**config.mk**
```make
export PLATFORM = sky130hd
export DESIGN_NAME = aucohl_serial_tx_flat
export DESIGN_NICKNAME = d
export VERILOG_FILES = /design/src/rtl/aucohl_serial_pkg.sv /design/src/rtl/aucohl_serial_tx_if.sv /design/src/rtl/aucohl_bit_timer.sv /design/src/rtl/aucohl_serial_tx.sv /design/src/flat_wrapper.sv
export SDC_FILE = /design/constraint.sdc
export NUM_CORES = 1
export LEC_CHECK = 0
export ABC_AREA = 1
export ABC_CLOCK_PERIOD_IN_PS = 3300
export CORE_MARGIN = 3
export CORE_UTILIZATION = 40
export CTS_BUF_LIST = sky130_fd_sc_hd__clkbuf_16
export DETAILED_ROUTE_END_ITERATION = 6
export PLACE_DENSITY = 0.72
export SLEW_MARGIN = 20
export SYNTH_ARGS = -nofsm -noshare
export SYNTH_HDL_FRONTEND = slang
export SYNTH_HIERARCHICAL = 1
export SYNTH_SLANG_ARGS = --single-unit
```
**constraint.sdc**
```tcl
create_clock -name clk -period 3.3 [get_ports clk]
set_input_delay 0.825 -clock clk [delete_from_list [all_inputs] [get_ports clk]]
set_output_delay 0.825 -clock clk [all_outputs]
set_load 0.05 [all_outputs]
```
**src/rtl/aucohl_serial_pkg.sv**
```systemverilog
// -----------------------------------------------------------------------------
// aucohl_serial_pkg
// Shared definitions for the aucohl serial transmit path.
//   tx_state_t  : FSM state encoding (IDLE=0 .. STOP=4)
//   IDLE_LEVEL  : line level while idle and during stop bits
//   START_LEVEL : line level of the start bit
// -----------------------------------------------------------------------------
package aucohl_serial_pkg;

    typedef enum logic [2:0] {
        IDLE   = 3'd0,
        START  = 3'd1,
        DATA   = 3'd2,
        PARITY = 3'd3,
        STOP   = 3'd4
    } tx_state_t;

    localparam logic IDLE_LEVEL  = 1'b1;
    localparam logic START_LEVEL = 1'b0;

endpackage

```
**src/rtl/aucohl_serial_tx_if.sv**
```systemverilog
// -----------------------------------------------------------------------------
// aucohl_serial_tx_if
// Read side of a first-word-fall-through FIFO as seen by the transmitter.
//   fifo_empty : FIFO empty flag (FIFO -> transmitter)
//   fifo_rdata : FIFO head word, valid while fifo_empty=0 (FIFO -> transmitter)
//   fifo_rd    : one-cycle pop strobe (transmitter -> FIFO)
// Modports: master = transmitter (consumer), slave = FIFO.
// -----------------------------------------------------------------------------
interface aucohl_serial_tx_if #(
    parameter int DW = 8
);
    logic          fifo_empty;
    logic [DW-1:0] fifo_rdata;
    logic          fifo_rd;

    modport master (input fifo_empty, input fifo_rdata, output fifo_rd);
    modport slave  (output fifo_empty, output fifo_rdata, input fifo_rd);
endinterface

```
**src/rtl/aucohl_bit_timer.sv**
```systemverilog
// -----------------------------------------------------------------------------
// aucohl_bit_timer
// Programmable bit-period down-counter. Loading with prescale makes the
// following bit last prescale+1 clocks; bit_end is high in the last clock.
//   clk      : system clock
//   clr      : synchronous clear, active-high
//   load     : reload the counter with prescale (asserted on bit entry)
//   prescale : bit period minus one
//   bit_end  : current bit ends this clock
// -----------------------------------------------------------------------------
module aucohl_bit_timer #(
    parameter int W = 16
) (
    input  logic         clk,
    input  logic         clr,
    input  logic         load,
    input  logic [W-1:0] prescale,
    output logic         bit_end
);
    import aucohl_serial_pkg::*;

    logic [W-1:0] r_cnt;

    always_ff @(posedge clk) begin
        if (clr) begin
            r_cnt <= '0;
        end else if (load) begin
            r_cnt <= prescale;
        end else if (r_cnt != '0) begin
            r_cnt <= r_cnt - 1'b1;
        end
    end

    assign bit_end = (r_cnt == '0);

endmodule

```
**src/rtl/aucohl_serial_tx.sv**
```systemverilog
// -----------------------------------------------------------------------------
// aucohl_serial_tx
// UART-style transmitter draining a FWFT FIFO, LSB-first, optional parity,
// one or two stop bits.
//   clk, rst   : clock, synchronous active-high reset
//   en         : frames start only while high
//   prescale   : bit period = prescale+1 clocks (latched per frame)
//   parity_en  : append parity bit;  parity_odd : odd (1) / even (0) parity
//   two_stop   : two stop bits (1) / one (0)
//   fifo       : FIFO read port (empty, rdata, rd)
//   tx         : registered serial line, idle high
//   busy       : frame in progress
//   done       : one-cycle pulse in the first IDLE cycle after a frame
// -----------------------------------------------------------------------------
module aucohl_serial_tx
    import aucohl_serial_pkg::*;
#(
    parameter int DW = 8,
    parameter int W  = 16
) (
    input  logic                     clk,
    input  logic                     rst,
    input  logic                     en,
    input  logic [W-1:0]             prescale,
    input  logic                     parity_en,
    input  logic                     parity_odd,
    input  logic                     two_stop,
    aucohl_serial_tx_if.master       fifo,
    output logic                     tx,
    output logic                     busy,
    output logic                     done
);
    tx_state_t     r_state;
    logic          r_tx;
    logic          r_done;
    logic [3:0]    r_bitcnt;
    logic [DW-1:0] r_shift;
    logic          r_par_bit;
    logic [W-1:0]  r_cfg_prescale;
    logic          r_cfg_par_en;
    logic          r_cfg_two_stop;

    logic          w_fifo_rd;
    logic          w_busy;
    logic          w_bit_end;
    logic          w_tmr_load;
    logic [W-1:0]  w_tmr_prescale;

    // Pop is gated by rst so a FIFO word is never consumed while in reset.
    assign w_fifo_rd    = (r_state == IDLE) & en & ~fifo.fifo_empty & ~rst;
    assign fifo.fifo_rd = w_fifo_rd;
    assign w_busy       = (r_state != IDLE);

    // The start bit is loaded in the IDLE cycle, before the config register
    // holds the new prescale, so take it straight from the input there.
    assign w_tmr_prescale = (r_state == IDLE) ? prescale : r_cfg_prescale;
    assign w_tmr_load     = w_fifo_rd | (w_busy & w_bit_end);

    aucohl_bit_timer #(.W(W)) u_timer (
        .clk      (clk),
        .clr      (rst),
        .load     (w_tmr_load),
        .prescale (w_tmr_prescale),
        .bit_end  (w_bit_end)
    );

    always_ff @(posedge clk) begin
        if (rst) begin
            r_state  <= IDLE;
            r_tx     <= IDLE_LEVEL;
            r_done   <= 1'b0;
            r_bitcnt <= '0;
        end else begin
            r_done <= 1'b0;
            case (r_state)
                IDLE: begin
                    if (w_fifo_rd) begin
                        r_shift        <= fifo.fifo_rdata;
                        // Parity is fixed at pop time so later config changes cannot leak in.
                        r_par_bit      <= (^fifo.fifo_rdata) ^ parity_odd;
                        r_cfg_prescale <= prescale;
                        r_cfg_par_en   <= parity_en;
                        r_cfg_two_stop <= two_stop;
                        r_tx           <= START_LEVEL;
                        r_state        <= START;
                    end
                end
                START: begin
                    if (w_bit_end) begin
                        r_tx     <= r_shift[0];
                        r_bitcnt <= '0;
                        r_state  <= DATA;
                    end
                end
                DATA: begin
                    if (w_bit_end) begin
                        if (r_bitcnt == 4'(DW - 1)) begin
                            r_bitcnt <= '0;
                            if (r_cfg_par_en) begin
                                r_tx    <= r_par_bit;
                                r_state <= PARITY;
                            end else begin
                                r_tx    <= IDLE_LEVEL;
                                r_state <= STOP;
                            end
                        end else begin
                            // tx already shows shift[0]; present the next bit.
                            r_tx     <= r_shift[1];
                            r_shift  <= {1'b0, r_shift[DW-1:1]};
                            r_bitcnt <= r_bitcnt + 4'd1;
                        end
                    end
                end
                PARITY: begin
                    if (w_bit_end) begin
                        r_tx     <= IDLE_LEVEL;
                        r_bitcnt <= '0;
                        r_state  <= STOP;
                    end
                end
                STOP: begin
                    if (w_bit_end) begin
                        if (r_cfg_two_stop && (r_bitcnt == 4'd0)) begin
                            r_bitcnt <= 4'd1;
                        end else begin
                            r_done  <= 1'b1;
                            r_state <= IDLE;
                        end
                    end
                end
                default: begin
                    r_tx    <= IDLE_LEVEL;
                    r_state <= IDLE;
                end
            endcase
        end
    end

    assign tx   = r_tx;
    assign busy = w_busy;
    assign done = r_done;

endmodule

```
**src/flat_wrapper.sv**
```systemverilog
// flat-port wrapper written by rule: the top's interface ports become plain ports
module aucohl_serial_tx_flat import aucohl_serial_pkg::*;
#(
    parameter int DW = 8,
    parameter int W  = 16
)
  (clk, rst, en, prescale, parity_en, parity_odd, two_stop, tx, busy, done, fifo_fifo_empty, fifo_fifo_rdata, fifo_fifo_rd);
  aucohl_serial_tx_if #(.DW(DW)) fifo_i ();
  input  logic clk;
  input  logic rst;
  input  logic en;
  input  logic [W-1:0] prescale;
  input  logic parity_en;
  input  logic parity_odd;
  input  logic two_stop;
  output logic tx;
  output logic busy;
  output logic done;
  input wire logic [$bits(fifo_i.fifo_empty)-1:0] fifo_fifo_empty;
  input wire logic [$bits(fifo_i.fifo_rdata)-1:0] fifo_fifo_rdata;
  output wire logic [$bits(fifo_i.fifo_rd)-1:0] fifo_fifo_rd;
  assign fifo_i.fifo_empty = fifo_fifo_empty;
  assign fifo_i.fifo_rdata = fifo_fifo_rdata;
  assign fifo_fifo_rd = fifo_i.fifo_rd;
  aucohl_serial_tx #(.DW(DW), .W(W)) u_core (.clk(clk), .rst(rst), .en(en), .prescale(prescale), .parity_en(parity_en), .parity_odd(parity_odd), .two_stop(two_stop), .fifo(fifo_i), .tx(tx), .busy(busy), .done(done));
endmodule
```
# == Word-level counts from Yosys, hierarchy flattened ==
# Index checks and enable logic that the tools add are counted.
# word_totals
mem_bits_ro,0
mem_count,0
latchBits,0
in_bits,31
word_cells,84
ff_bits,52
out_inout_bits,4
ramBits,0
# op_classes
div,0
muxes,30
eq_ne,15
bitwise,10
shifts,0
n_addsub,2
reduce_logical,17
n_lt_le_gt_ge,0
mul,0
# op_table
cell,count
16-bit two-way mux,3
3-bit two-way mux,8
8-bit two-way mux,3
4-bit two-way mux,5
16-bit logical NOT,1
2-bit by 1-bit != test with 1-bit output (second input constant),8
8-bit case mux with 2 select lines,1
16-bit nonzero test,1
16-bit by 1-bit subtractor with 16-bit output (second input constant),1
3-bit case mux with 5 select lines,1
5-bit AND reduction,3
4-bit case mux with 3 select lines,1
8-bit parity,1
1-bit two-way mux,7
7-bit AND reduction,1
3-bit by 2-bit equality test with 1-bit output (second input constant),2
3-bit nonzero test,2
1-bit case mux with 5 select lines,1
4-bit by 1-bit adder with 4-bit output (second input constant),1
1-bit bitwise AND,4
4-bit by 3-bit equality test with 1-bit output (second input constant),1
4-bit logical NOT,1
2-bit != test (second input constant),2
1-bit NOT,4
10 further kinds,11

# == Longest topological paths before layout ==
# Gate-level depths: netlist (run 1).
# logic_depth
depth_word,6
mapped_depth,14
mapped_depth_nobuf,14

# == Hierarchy ==
# Netlist (run 1), hierarchy kept.
# by_module_without_submodules
module,instances,cells_per_inst,area_each_um2,seq_area_each_um2
aucohl_serial_tx,1,224,1859.3,991.0
aucohl_bit_timer,1,179,1114.8,320.3

# == Worst setup path after synthesis (run 1) ==
# OpenSTA, ideal clock, no wires.
# synth_path
path_kind,in2out
startpoint,input port rst
endpoint,output port fifo_fifo_rd
t_arrival_ps,2066
slack_ps,409
path_stages,3
required_time_ps,2475
cell_sequence,inv_2 > nand2_1 > nor3_1
# synth_via
elab_chain_cells,2
# synth_rtl
item,line,rtl
from (decl),flat_wrapper.sv:10,input logic rst;
1-bit NOT (no line),n/a,
1-bit bitwise AND,aucohl_serial_tx.sv:50,assign w_fifo_rd = (r_state == IDLE) & en & ~fifo.fifo_empty & ~rst;
to (decl),flat_wrapper.sv:21,output wire logic [$bits(fifo_i.fifo_rd)-1:0] fifo_fifo_rd;
# Every way passes these cells.

# == Final worst setup path (run 1) ==
# Ends and elaborated chain as after synthesis.

==> qor.json, run 1 <==
{
  "mappedNetlistNets": {"value": 437},
  "timing.critical_path.fanout_max": {"value": 7},
  "avgSynthCellArea": {"value": 7.38, "unit": "µm²"},
  "worst_slew_pin_slew": {"value": 0.503, "unit": "ns"},
  "gr-usage-all-layers": {"value": 15.6, "unit": "%"},
  "ys_warn_count": {"value": 6},
  "hp-start": {"value": "u_core/tx$_SDFFE_PP1P_"},
  "power.share.switching": {"value": 43.4, "unit": "%"},
  "place_inst": {"value": 531},
  "syn_inst": {"value": 403},
  "worst_setup_path_start_kind": {"value": "input port"},
  "die-width": {"value": 92.2, "unit": "µm"},
  "slew_headroom": {"value": 66.4, "unit": "%"},
  "finalPower": {"value": 3.05, "unit": "mW"},
  "clock_path_buffers": {"value": 2},
  "coreArea": {"value": 6980, "unit": "µm²"},
  "slew_viol_final": {"value": 0},
  "preCtsSetupSlack": {"value": 0.387, "unit": "ns"},
  "final_critical_path_time_including_i_o_delays_and_setup": {"value": 2.89, "unit": "ns"},
  "die-area": {"value": 8510, "unit": "µm²"},
  "rsz0062_at_grt": {"value": "no"},
  "cp-end-kind": {"value": "primary output"},
  "cts.clk_slew.worst_paths": {"value": 0.06, "unit": "ns"},
  "power.density": {"value": 841, "unit": "nW/µm²"},
  "htree_num_levels": {"value": 2},
  "critical_path_required": {"value": 2.47, "unit": "ns"},
  "clock_latency": {"value": 0.29, "unit": "ns"},
  "drc_errors": {"value": 0},
  "finalNonFillerCells": {"value": 539},
  "ff2ff_setup_slack": {"value": 0.87, "unit": "ns"},
  "pin_count": {"value": 35},
  "critPathKind": {"value": "in -> out"},
  "netlist-cell-type-count": {"value": 33},
  "top_usage_layer": {"value": "met2"},
  "pwr-share-comb": {"value": 50.3, "unit": "%"},
  "dp_hpwl": {"value": 4640, "unit": "µm"},
  "antenna_violations_before_repair": {"value": 0},
  "gp_congestion": {"value": 0.879},
  "post_layout_util": {"value": 51.9, "unit": "%"},
  "grt_first_pass_wirelength": {"value": 10800, "unit": "µm"},
  "row_count": {"value": 30},
  "tritoncts": {"value": "built"},
  "layout.cells.most_common": {"value": "sky130_fd_sc_hd__nand2_1"},
  "syn2layout_area_growth": {"value": 21.8, "unit": "%"},
  "ff2ff_path_depth": {"value": 12},
  "ys_seq_area_share": {"value": 44.1, "unit": "%"},
  "status": {"value": "completed"},
  "floorplan.initialDensity": {"value": 42.6, "unit": "%"},
  "firstDrtPassIters": {"value": 4},
  "max_freq": {"value": 346, "unit": "MHz"},
  "internal-power": {"value": 1.72, "unit": "mW"},
  "final_hold_viol_count": {"value": 0},
  "grt_pass1_vias": {"value": 2458},
  "post_cts_resize_count": {"value": 0},
  "setup_viol": {"value": 0},
  "cts.sinks": {"value": 52},
  "r2r-end": {"value": "u_core/u_timer/r_cnt[13]$_SDFFE_PP0P_"},
  "most_frequent_cells_in_the_layout": {"value": "sky130_fd_sc_hd__nand2_1, sky130_fd_sc_hd__nor2_1, sky130_fd_sc_hd__inv_1"},
  "holdCritPathClass": {"value": "reg -> reg"},
  "final_critical_path_setup_slack": {"value": 0.408, "unit": "ns"},
  "route.detailed.wl_per_inst": {"value": 11.6, "unit": "µm"},
  "fraction_of_layout_instances_using_a_drive_strength_above_1": {"value": 9.93, "unit": "%"},
  "max_clock_skew": {"value": 0.00681, "unit": "ns"},
  "placement.io_buffers": {"value": 34},
  "worst_hold_path.endpoint": {"value": "u_core/tx$_SDFFE_PP1P_"},
  "maxCapViolCount": {"value": 0},
  "cts_root_buffer": {"value": "sky130_fd_sc_hd__clkbuf_16"},
  "critPathArrivalTime": {"value": 2.07, "unit": "ns"},
  "period_share": {"value": 87.6, "unit": "%"},
  "gr_util_met1": {"value": 20.4, "unit": "%"},
  "grt_max_degree": {"value": 23},
  "antenna_cells": {"value": 0},
  "syn_area": {"value": 2970, "unit": "µm²"},
  "groute.layer.met2.usage": {"value": 26.1, "unit": "%"},
  "floorplan.die.height": {"value": 92.2, "unit": "µm"},
  "rr_startpoint": {"value": "u_core/u_timer/r_cnt[0]$_SDFFE_PP0P_"},
  "globalRouteOverflowTotal": {"value": 0},
  "pwr-share-clk": {"value": 19.1, "unit": "%"},
  "total_leakage_power": {"value": 1.64, "unit": "nW"},
  "antenna_left": {"value": 0},
  "share_seq_of_total_power": {"value": 30.7, "unit": "%"},
  "first_iter_violations": {"value": 160},
  "post_cts_hold_buffer_count": {"value": 0},
  "route.detailed.vias_per_inst": {"value": 4.85},
  "timing.hold.worst_path_depth": {"value": 2},
  "ys_ff_latch": {"value": 52},
  "layout.nets": {"value": 476},
  "fin_tns_setup": {"value": 0, "unit": "ns"},
  "filler_cell_count": {"value": 699},
  "grt_use_met3": {"value": 2.87, "unit": "%"},
  "vias": {"value": 2616},
  "cts_inserted_buffers": {"value": 5},
  "routed_wirelength": {"value": 6270, "unit": "µm"},
  "cts.repair_timing.setup_buffer_count": {"value": 0},
  "power.switching": {"value": 1.32, "unit": "mW"},
  "power.ir.vdd_worst": {"value": 0.000357, "unit": "V"}
}
logic make-up after synthesis:
group | share of synthesized area [%]
AOI/OAI and AO/OA | 4.00
xor gates and xnor gates | 4.08
adders and majority gates | 1.26
buffers and inverters | 6.18
DFF | 44.1
and+or+nand+nor | 40.4
power groups by stage:
stage               sequential, mW  combinational, mW  clock (mW)
floorplan                    0.941               1.19           0
global placement             0.943               1.49           0
detailed placement           0.947               1.51           0
CTS                          0.935               1.53       0.598
global route                 0.950               1.74       0.622
finish                       0.935               1.53       0.580
Yosys cell counts:
cell type	instances	share of area (%)
sky130_fd_sc_hd__nor2_8	1	0.67
sky130_fd_sc_hd__xor2_1	5	1.5
sky130_fd_sc_hd__a22oi_1	1	0.25
sky130_fd_sc_hd__nand4_1	4	0.84
sky130_fd_sc_hd__o21bai_1	1	0.25
sky130_fd_sc_hd__a211oi_1	1	0.25
sky130_fd_sc_hd__nand2_2	5	1.1
sky130_fd_sc_hd__edfxtp_1	27	27
sky130_fd_sc_hd__inv_1	35	4.4
sky130_fd_sc_hd__nand3_1	21	3.5
sky130_fd_sc_hd__and3_1	1	0.21
sky130_fd_sc_hd__xor2_2	1	0.55
sky130_fd_sc_hd__inv_2	4	0.50
sky130_fd_sc_hd__xnor2_1	7	2.1
sky130_fd_sc_hd__inv_4	1	0.21
sky130_fd_sc_hd__nand3b_1	2	0.50
sky130_fd_sc_hd__nor2_1	52	6.6
sky130_fd_sc_hd__nand3_4	1	0.59
sky130_fd_sc_hd__nand4_4	1	0.72
sky130_fd_sc_hd__nor3_1	5	0.84
sky130_fd_sc_hd__a31oi_1	1	0.21
sky130_fd_sc_hd__nand2_1	157	20
sky130_fd_sc_hd__dfxtp_1	25	17
sky130_fd_sc_hd__buf_2	4	0.67
sky130_fd_sc_hd__o21ai_0	9	1.5
sky130_fd_sc_hd__nand2_4	2	0.76
sky130_fd_sc_hd__nor3_2	1	0.34
sky130_fd_sc_hd__a21oi_1	9	1.5
sky130_fd_sc_hd__nand3_2	3	1.0
sky130_fd_sc_hd__nor2_2	5	1.1
sky130_fd_sc_hd__ha_1	3	1.3
sky130_fd_sc_hd__nor2_4	5	1.9
sky130_fd_sc_hd__clkbuf_1	3	0.38
layout make-up:
class | instances | area, µm² | share of cell area, %
timing repair buffer | 39 | 388 | 10.7
inverter | 40 | 153 | 4.21
clock inverter | 3 | 42.5 | 1.17
sequential | 52 | 1310 | 36.2
multi-input combinational | 304 | 1480 | 41.0
tap | 96 | 120 | 3.31
clock buffer | 5 | 125 | 3.45
routing by layer:
metal	up-vias	share of wire, %
li1	1356	-
met1	1186	47
met2	69	47
met3	5	4.8
met4	0	1.1
met5	-	0
worst max-delay path, stage by stage:
cell and delay, ns:
sky130_fd_sc_hd__clkdlybuf4s50_1 0.44, sky130_fd_sc_hd__inv_2 0.15, sky130_fd_sc_hd__nand2_1 0.11, sky130_fd_sc_hd__nor3_1 0.35, sky130_fd_sc_hd__buf_12 0.19
state kept, by name (all words and copies together), names as in the netlist:
signal,flops
u_core/done,1
u_core/r_bitcnt,4
u_core/r_cfg_par_en,1
u_core/r_cfg_prescale,16
u_core/r_cfg_two_stop,1
u_core/r_par_bit,1
u_core/r_shift,8
u_core/r_state,3
u_core/tx,1
u_core/u_timer/r_cnt,16
metrics by stage:
step                      area [µm²]  hold slack, ns
after floorplan                 2970           0.463
final                           3620           0.480
after global routing            3620           0.517
after CTS                       3620           0.483
after global placement          3460           0.470
after detailed placement        3460           0.460
how the worst max path moves through the flow:
stage	startpoint	to
2_1_floorplan	rst	fifo_fifo_rd
3_3_place_gp	rst	fifo_fifo_rd
3_5_place_dp	rst	fifo_fifo_rd
4_1_cts	rst	fifo_fifo_rd
5_1_grt	rst	fifo_fifo_rd
6_report	rst	fifo_fifo_rd
Note: power is estimated with default switching activity, not from simulation.
==> run 2, diff against run 1 <==
Settings changed: GPL_TIMING_DRIVEN set to 0.
==> qor.json, run 2 (same netlist as run 1, synthesis figures left out) <==
{
  "status": {"value": "completed"},
  "design_area": {"value": 3620, "unit": "µm²"},
  "tritoncts": {"value": "built"},
  "cp-end-kind": {"value": "primary output"},
  "cts.repair_timing.setup_buffer_count": {"value": 0},
  "grt_pass1_vias": {"value": 2438},
  "placement.io_buffers": {"value": 34},
  "cts.clk_slew.worst_paths": {"value": 0.07, "unit": "ns"},
  "final_critical_path_time_including_i_o_delays_and_setup": {"value": 2.98, "unit": "ns"},
  "firstDrtPassIters": {"value": 4},
  "antenna_violations_before_repair": {"value": 0},
  "timing.critical_path.fanout_max": {"value": 12},
  "pwr-share-comb": {"value": 50.5, "unit": "%"},
  "dp_hpwl": {"value": 4750, "unit": "µm"},
  "setup_viol": {"value": 0},
  "pin_count": {"value": 35},
  "fraction_of_layout_instances_using_a_drive_strength_above_1": {"value": 10.1, "unit": "%"},
  "routed_wirelength": {"value": 6240, "unit": "µm"},
  "clock_latency": {"value": 0.29, "unit": "ns"},
  "slew_viol_final": {"value": 0},
  "route.detailed.vias_per_inst": {"value": 4.76},
  "row_count": {"value": 30},
  "coreArea": {"value": 6980, "unit": "µm²"},
  "power.density": {"value": 848, "unit": "nW/µm²"},
  "floorplan.die.height": {"value": 92.2, "unit": "µm"},
  "syn2layout_area_growth": {"value": 21.7, "unit": "%"},
  "route.detailed.wl_per_inst": {"value": 11.5, "unit": "µm"},
  "layout.cells.most_common": {"value": "sky130_fd_sc_hd__nand2_1"},
  "cts_root_buffer": {"value": "sky130_fd_sc_hd__clkbuf_16"},
  "period_share": {"value": 90.3, "unit": "%"},
  "internal-power": {"value": 1.73, "unit": "mW"},
  "power.share.switching": {"value": 43.8, "unit": "%"},
  "antenna_left": {"value": 0},
  "grt_max_degree": {"value": 17},
  "multiInputGateArea": {"value": 1490, "unit": "µm²"},
  "antenna_cells": {"value": 0},
  "worst_slew_pin_slew": {"value": 0.712, "unit": "ns"},
  "share_seq_of_total_power": {"value": 30.4, "unit": "%"},
  "die-area": {"value": 8510, "unit": "µm²"},
  "critPathKind": {"value": "in -> out"},
  "drc_errors": {"value": 0},
  "largest_registers": {"value": "u_core/r_cfg_prescale (16), u_core/u_timer/r_cnt (16), u_core/r_shift (8)"},
  "gp_congestion": {"value": 0.865},
  "die-width": {"value": 92.2, "unit": "µm"},
  "most_frequent_cells_in_the_layout": {"value": "sky130_fd_sc_hd__nand2_1, sky130_fd_sc_hd__nor2_1, sky130_fd_sc_hd__inv_1"},
  "grt_first_pass_wirelength": {"value": 10700, "unit": "µm"},
  "critical_path_required": {"value": 2.47, "unit": "ns"},
  "cts.sinks": {"value": 52},
  "maxCapViolCount": {"value": 0},
  "total_leakage_power": {"value": 1.64, "unit": "nW"},
  "filler_cell_count": {"value": 674},
  "power.switching": {"value": 1.34, "unit": "mW"},
  "seq_area": {"value": 1310, "unit": "µm²"},
  "power.ir.vdd_worst": {"value": 0.000390, "unit": "V"},
  "htree_num_levels": {"value": 2},
  "first_iter_violations": {"value": 186},
  "max_freq": {"value": 336, "unit": "MHz"},
  "final_critical_path_setup_slack": {"value": 0.321, "unit": "ns"},
  "rsz0062_at_grt": {"value": "no"},
  "pwr-share-clk": {"value": 19.1, "unit": "%"},
  "gr-usage-all-layers": {"value": 15.5, "unit": "%"},
  "globalRouteOverflowTotal": {"value": 0},
  "final_hold_viol_count": {"value": 0},
  "clock_path_buffers": {"value": 2},
  "worst_setup_path_start_kind": {"value": "input port"},
  "post_layout_util": {"value": 51.8, "unit": "%"},
  "layout.nets": {"value": 479},
  "floorplan.initialDensity": {"value": 42.6, "unit": "%"},
  "critPathArrivalTime": {"value": 2.15, "unit": "ns"},
  "preCtsSetupSlack": {"value": -0.457, "unit": "ns"},
  "slew_headroom": {"value": 52.3, "unit": "%"},
  "max_clock_skew": {"value": 0.00250, "unit": "ns"},
  "holdCritPathClass": {"value": "reg -> reg"},
  "dpl_cell_area": {"value": 3450, "unit": "µm²"},
  "cts_inserted_buffers": {"value": 5},
  "vias": {"value": 2580}
}
-- run 2: path summary, 6_finish.rpt --
kind / startpoint / end / slack [ns] / cells past startpoint
worst max-delay path: rst / fifo_fifo_rd / 0.32 / 5
worst min-delay path: u_core/tx$_SDFFE_PP1P_ / u_core/tx$_SDFFE_PP1P_ / 0.49 / 2
worst max register to register: u_core/u_timer/r_cnt[0]$_SDFFE_PP0P_ / u_core/r_shift[1]$_DFFE_PP_ / 0.75 / 10
worst min register to register: u_core/tx$_SDFFE_PP1P_ / u_core/tx$_SDFFE_PP1P_ / 0.49 / 2
-- run 2: power groups by stage --
stage	combinational (mW)	sequential, mW	clock [mW]
final	1.55	0.933	0.587
after global routing	1.77	0.953	0.624
after CTS	1.54	0.933	0.596
after detailed placement	1.52	0.947	0
after global placement	1.49	0.945	0
after floorplan	1.19	0.941	0
-- run 2: stage by stage --
| step | hold slack, ns | power [mW] | std cells | setup TNS [ns] |
|---|---|---|---|---|
| after floorplan | 0.463 | 2.13 | 403 | 0 |
| after global placement | 0.461 | 2.44 | 533 | -21.81 |
| after detailed placement | 0.467 | 2.46 | 534 | -3.81 |
| after CTS | 0.486 | 3.07 | 542 | 0 |
| after global routing | 0.527 | 3.34 | 542 | 0 |
| final | 0.489 | 3.07 | 542 | 0 |
-- run 2: critical path: stages --
cell and delay (ns):
sky130_fd_sc_hd__dlygate4sd2_1 0.41, sky130_fd_sc_hd__inv_2 0.22, sky130_fd_sc_hd__nand2_1 0.12, sky130_fd_sc_hd__nor3_1 0.18, sky130_fd_sc_hd__clkdlybuf4s15_2 0.39
-- run 2: repair_timing --
item	4_1_cts	5_1_grt
setup endpoints to repair	9	0
hold buffers	0	0
resized for setup	6	0
-- run 2: final cells by class --
type / count / share of cell area, %
multi-input cells: 304 / 41.1
flip-flops and latches: 52 / 36.2
repair buffers: 35 / 9.61
inverters: 40 / 4.22
clock buffers: 5 / 3.46
well taps: 96 / 3.32
clock inverters: 3 / 1.18
plain buffers: 7 / 0.864
-- run 2: metal layers --
| metal | up-vias | part of all wire, % | track usage, % |
|---|---|---|---|
| met5 | - | 0 | 0 |
| met4 | 0 | 2.0 | 4.83 |
| met3 | 10 | 5.5 | 2.79 |
| met2 | 65 | 45 | 26.5 |
| met1 | 1144 | 47 | 19.9 |
| li1 | 1361 | - | - |
==> run 3, diff against run 2 <==
Settings changed: CAP_MARGIN set to 10, CELL_PAD_IN_SITES_DETAIL_PLACEMENT set to 2, CELL_PAD_IN_SITES_GLOBAL_PLACEMENT set to 2, CORE_UTILIZATION 40 to 32, PLACE_DENSITY 0.72 to 0.91.
==> qor.json, run 3 (same netlist as run 1, synthesis figures left out) <==
{
  "crit_chain": {"value": "nor2_2 -> nand2_2 -> buf_2 -> clkdlybuf4s50_1"},
  "setup_viol": {"value": 0},
  "max_clock_skew": {"value": 0.00789, "unit": "ns"},
  "power.ir.vdd_worst": {"value": 0.000427, "unit": "V"},
  "largest_registers": {"value": "u_core/r_cfg_prescale (16), u_core/u_timer/r_cnt (16), u_core/r_shift (8)"},
  "max_freq": {"value": 326, "unit": "MHz"},
  "coreArea": {"value": 8890, "unit": "µm²"},
  "status": {"value": "completed"},
  "first_iter_violations": {"value": 97},
  "die-area": {"value": 10500, "unit": "µm²"},
  "critical_path_required": {"value": 2.47, "unit": "ns"},
  "htree_num_levels": {"value": 2},
  "cts.clk_slew.worst_paths": {"value": 0.07, "unit": "ns"},
  "cp_slowest_cell": {"value": "sky130_fd_sc_hd__clkdlybuf4s50_1"},
  "power.density": {"value": 959, "unit": "nW/µm²"},
  "total_leakage_power": {"value": 1.67, "unit": "nW"},
  "slew_viol_final": {"value": 0},
  "maxCapViolCount": {"value": 0},
  "tritoncts": {"value": "built"},
  "globalRouteOverflowTotal": {"value": 0},
  "floorplan.die.height": {"value": 102, "unit": "µm"},
  "slew_headroom": {"value": 52.4, "unit": "%"},
  "cts.sinks": {"value": 52},
  "worst-path-buf-inv": {"value": 2},
  "cts_root_buffer": {"value": "sky130_fd_sc_hd__clkbuf_16"},
  "cts.repair_timing.setup_buffer_count": {"value": 0},
  "dp_hpwl": {"value": 8000, "unit": "µm"},
  "hp-start": {"value": "u_core/r_bitcnt[1]$_SDFFE_PP0P_"},
  "finalPower": {"value": 3.53, "unit": "mW"},
  "layout.nets": {"value": 480},
  "clock_latency": {"value": 0.29, "unit": "ns"},
  "most_frequent_cells_in_the_layout": {"value": "sky130_fd_sc_hd__nand2_1, sky130_fd_sc_hd__nor2_1, sky130_fd_sc_hd__inv_1"},
  "period_share": {"value": 93.0, "unit": "%"},
  "worst_setup_path_start_kind": {"value": "flip-flop"},
  "antenna_left": {"value": 0},
  "gr-usage-all-layers": {"value": 23.0, "unit": "%"},
  "post_cts_resize_count": {"value": 3},
  "vias": {"value": 2900},
  "die-width": {"value": 102, "unit": "µm"},
  "antenna_violations_before_repair": {"value": 0},
  "fin_tns_setup": {"value": 0, "unit": "ns"},
  "cp-startpoint": {"value": "u_core/r_state[1]$_SDFFE_PP0P_"},
  "holdCritPathClass": {"value": "reg -> reg"},
  "final_critical_path_time_including_i_o_delays_and_setup": {"value": 3.07, "unit": "ns"},
  "rsz0062_at_grt": {"value": "no"},
  "fraction_of_layout_instances_using_a_drive_strength_above_1": {"value": 10.7, "unit": "%"},
  "gp_congestion": {"value": 0.784},
  "max_stage_delay": {"value": 0.86, "unit": "ns"},
  "post_cts_hold_buffer_count": {"value": 0},
  "critPathKind": {"value": "reg -> out"},
  "cp-end-kind": {"value": "primary output"},
  "route.detailed.wl_per_inst": {"value": 20.4, "unit": "µm"},
  "critPathArrivalTime": {"value": 2.24, "unit": "ns"},
  "antenna_cells": {"value": 0},
  "placement.io_buffers": {"value": 34},
  "clock_path_buffers": {"value": 2},
  "routed_wirelength": {"value": 11300, "unit": "µm"},
  "critPathTopFamily": {"value": "buffers and inverters"},
  "worst_slew_pin_slew": {"value": 0.713, "unit": "ns"},
  "route.detailed.vias_per_inst": {"value": 5.23},
  "grt_pass1_vias": {"value": 3408},
  "timing.critical_path.fanout_max": {"value": 10},
  "rr_startpoint": {"value": "u_core/u_timer/r_cnt[0]$_SDFFE_PP0P_"},
  "pin_count": {"value": 35},
  "grt_first_pass_wirelength": {"value": 18300, "unit": "µm"},
  "row_count": {"value": 34},
  "syn2layout_area_growth": {"value": 23.9, "unit": "%"},
  "floorplan.initialDensity": {"value": 33.5, "unit": "%"},
  "cts_inserted_buffers": {"value": 5},
  "grt_max_degree": {"value": 17},
  "final_hold_viol_count": {"value": 0},
  "drc_errors": {"value": 0},
  "firstDrtPassIters": {"value": 4},
  "layout.cells.most_common": {"value": "sky130_fd_sc_hd__nand2_1"}
}
[run 3: area by class of cell]
class,count,area [µm²]
inverters,40,153
flip-flops and latches,52,1310
plain buffers,7,32.5
clock buffers,5,125
well taps,108,135
fillers,1012,5210
repair buffers,36,349
multi-input cells,304,1490
clock inverters,3,90.1
[run 3: routing by layer]
layer	share of wire, %	wire length, µm	vias up	track usage (%)
met1	40	4580	1447	26.0
met4	2.7	307	0	8.68
li1	-	-	1364	-
met5	0	0	-	0
met2	54	6170	61	43.2
met3	2.6	290	28	3.41
[run 3: power by group]
group | total [mW] | leakage, nW | switching (mW) | internal (mW)
Sequential | 0.952 | 0.452 | 0.117 | 0.835
Clock | 0.756 | 0.104 | 0.244 | 0.512
Combinational | 1.82 | 1.12 | 1.29 | 0.536
[run 3: tightest hold or removal path: stages, from the launching register on]
cell and delay [ns]:
sky130_fd_sc_hd__dfxtp_1 0.35, sky130_fd_sc_hd__nand2_1 0.08, sky130_fd_sc_hd__a21oi_1 0.05
[run 3: per-stage QoR]
step                hold WS (ns)  std cells  utilization (%)  cell area (µm²)  setup WS (ns)
finish                     0.522        555             41.4             3680          0.232
global route               0.556        555             41.4             3680          0.128
CTS                        0.525        555             41.4             3680         0.0779
detailed placement         0.470        547             39.0             3470         -0.541
global placement           0.461        545             38.8             3450          -1.20
floorplan                  0.463        403                -             2970          0.409
[run 3: path summary, 6_finish.rpt]
check	to	cells after the start	slack, ns
setup / recovery	busy	4	0.23
hold / removal	u_core/r_bitcnt[1]$_SDFFE_PP0P_	2	0.52
setup reg to reg	u_core/u_timer/r_cnt[9]$_SDFFE_PP0P_	14	0.32
hold reg to reg	u_core/r_bitcnt[1]$_SDFFE_PP0P_	2	0.52
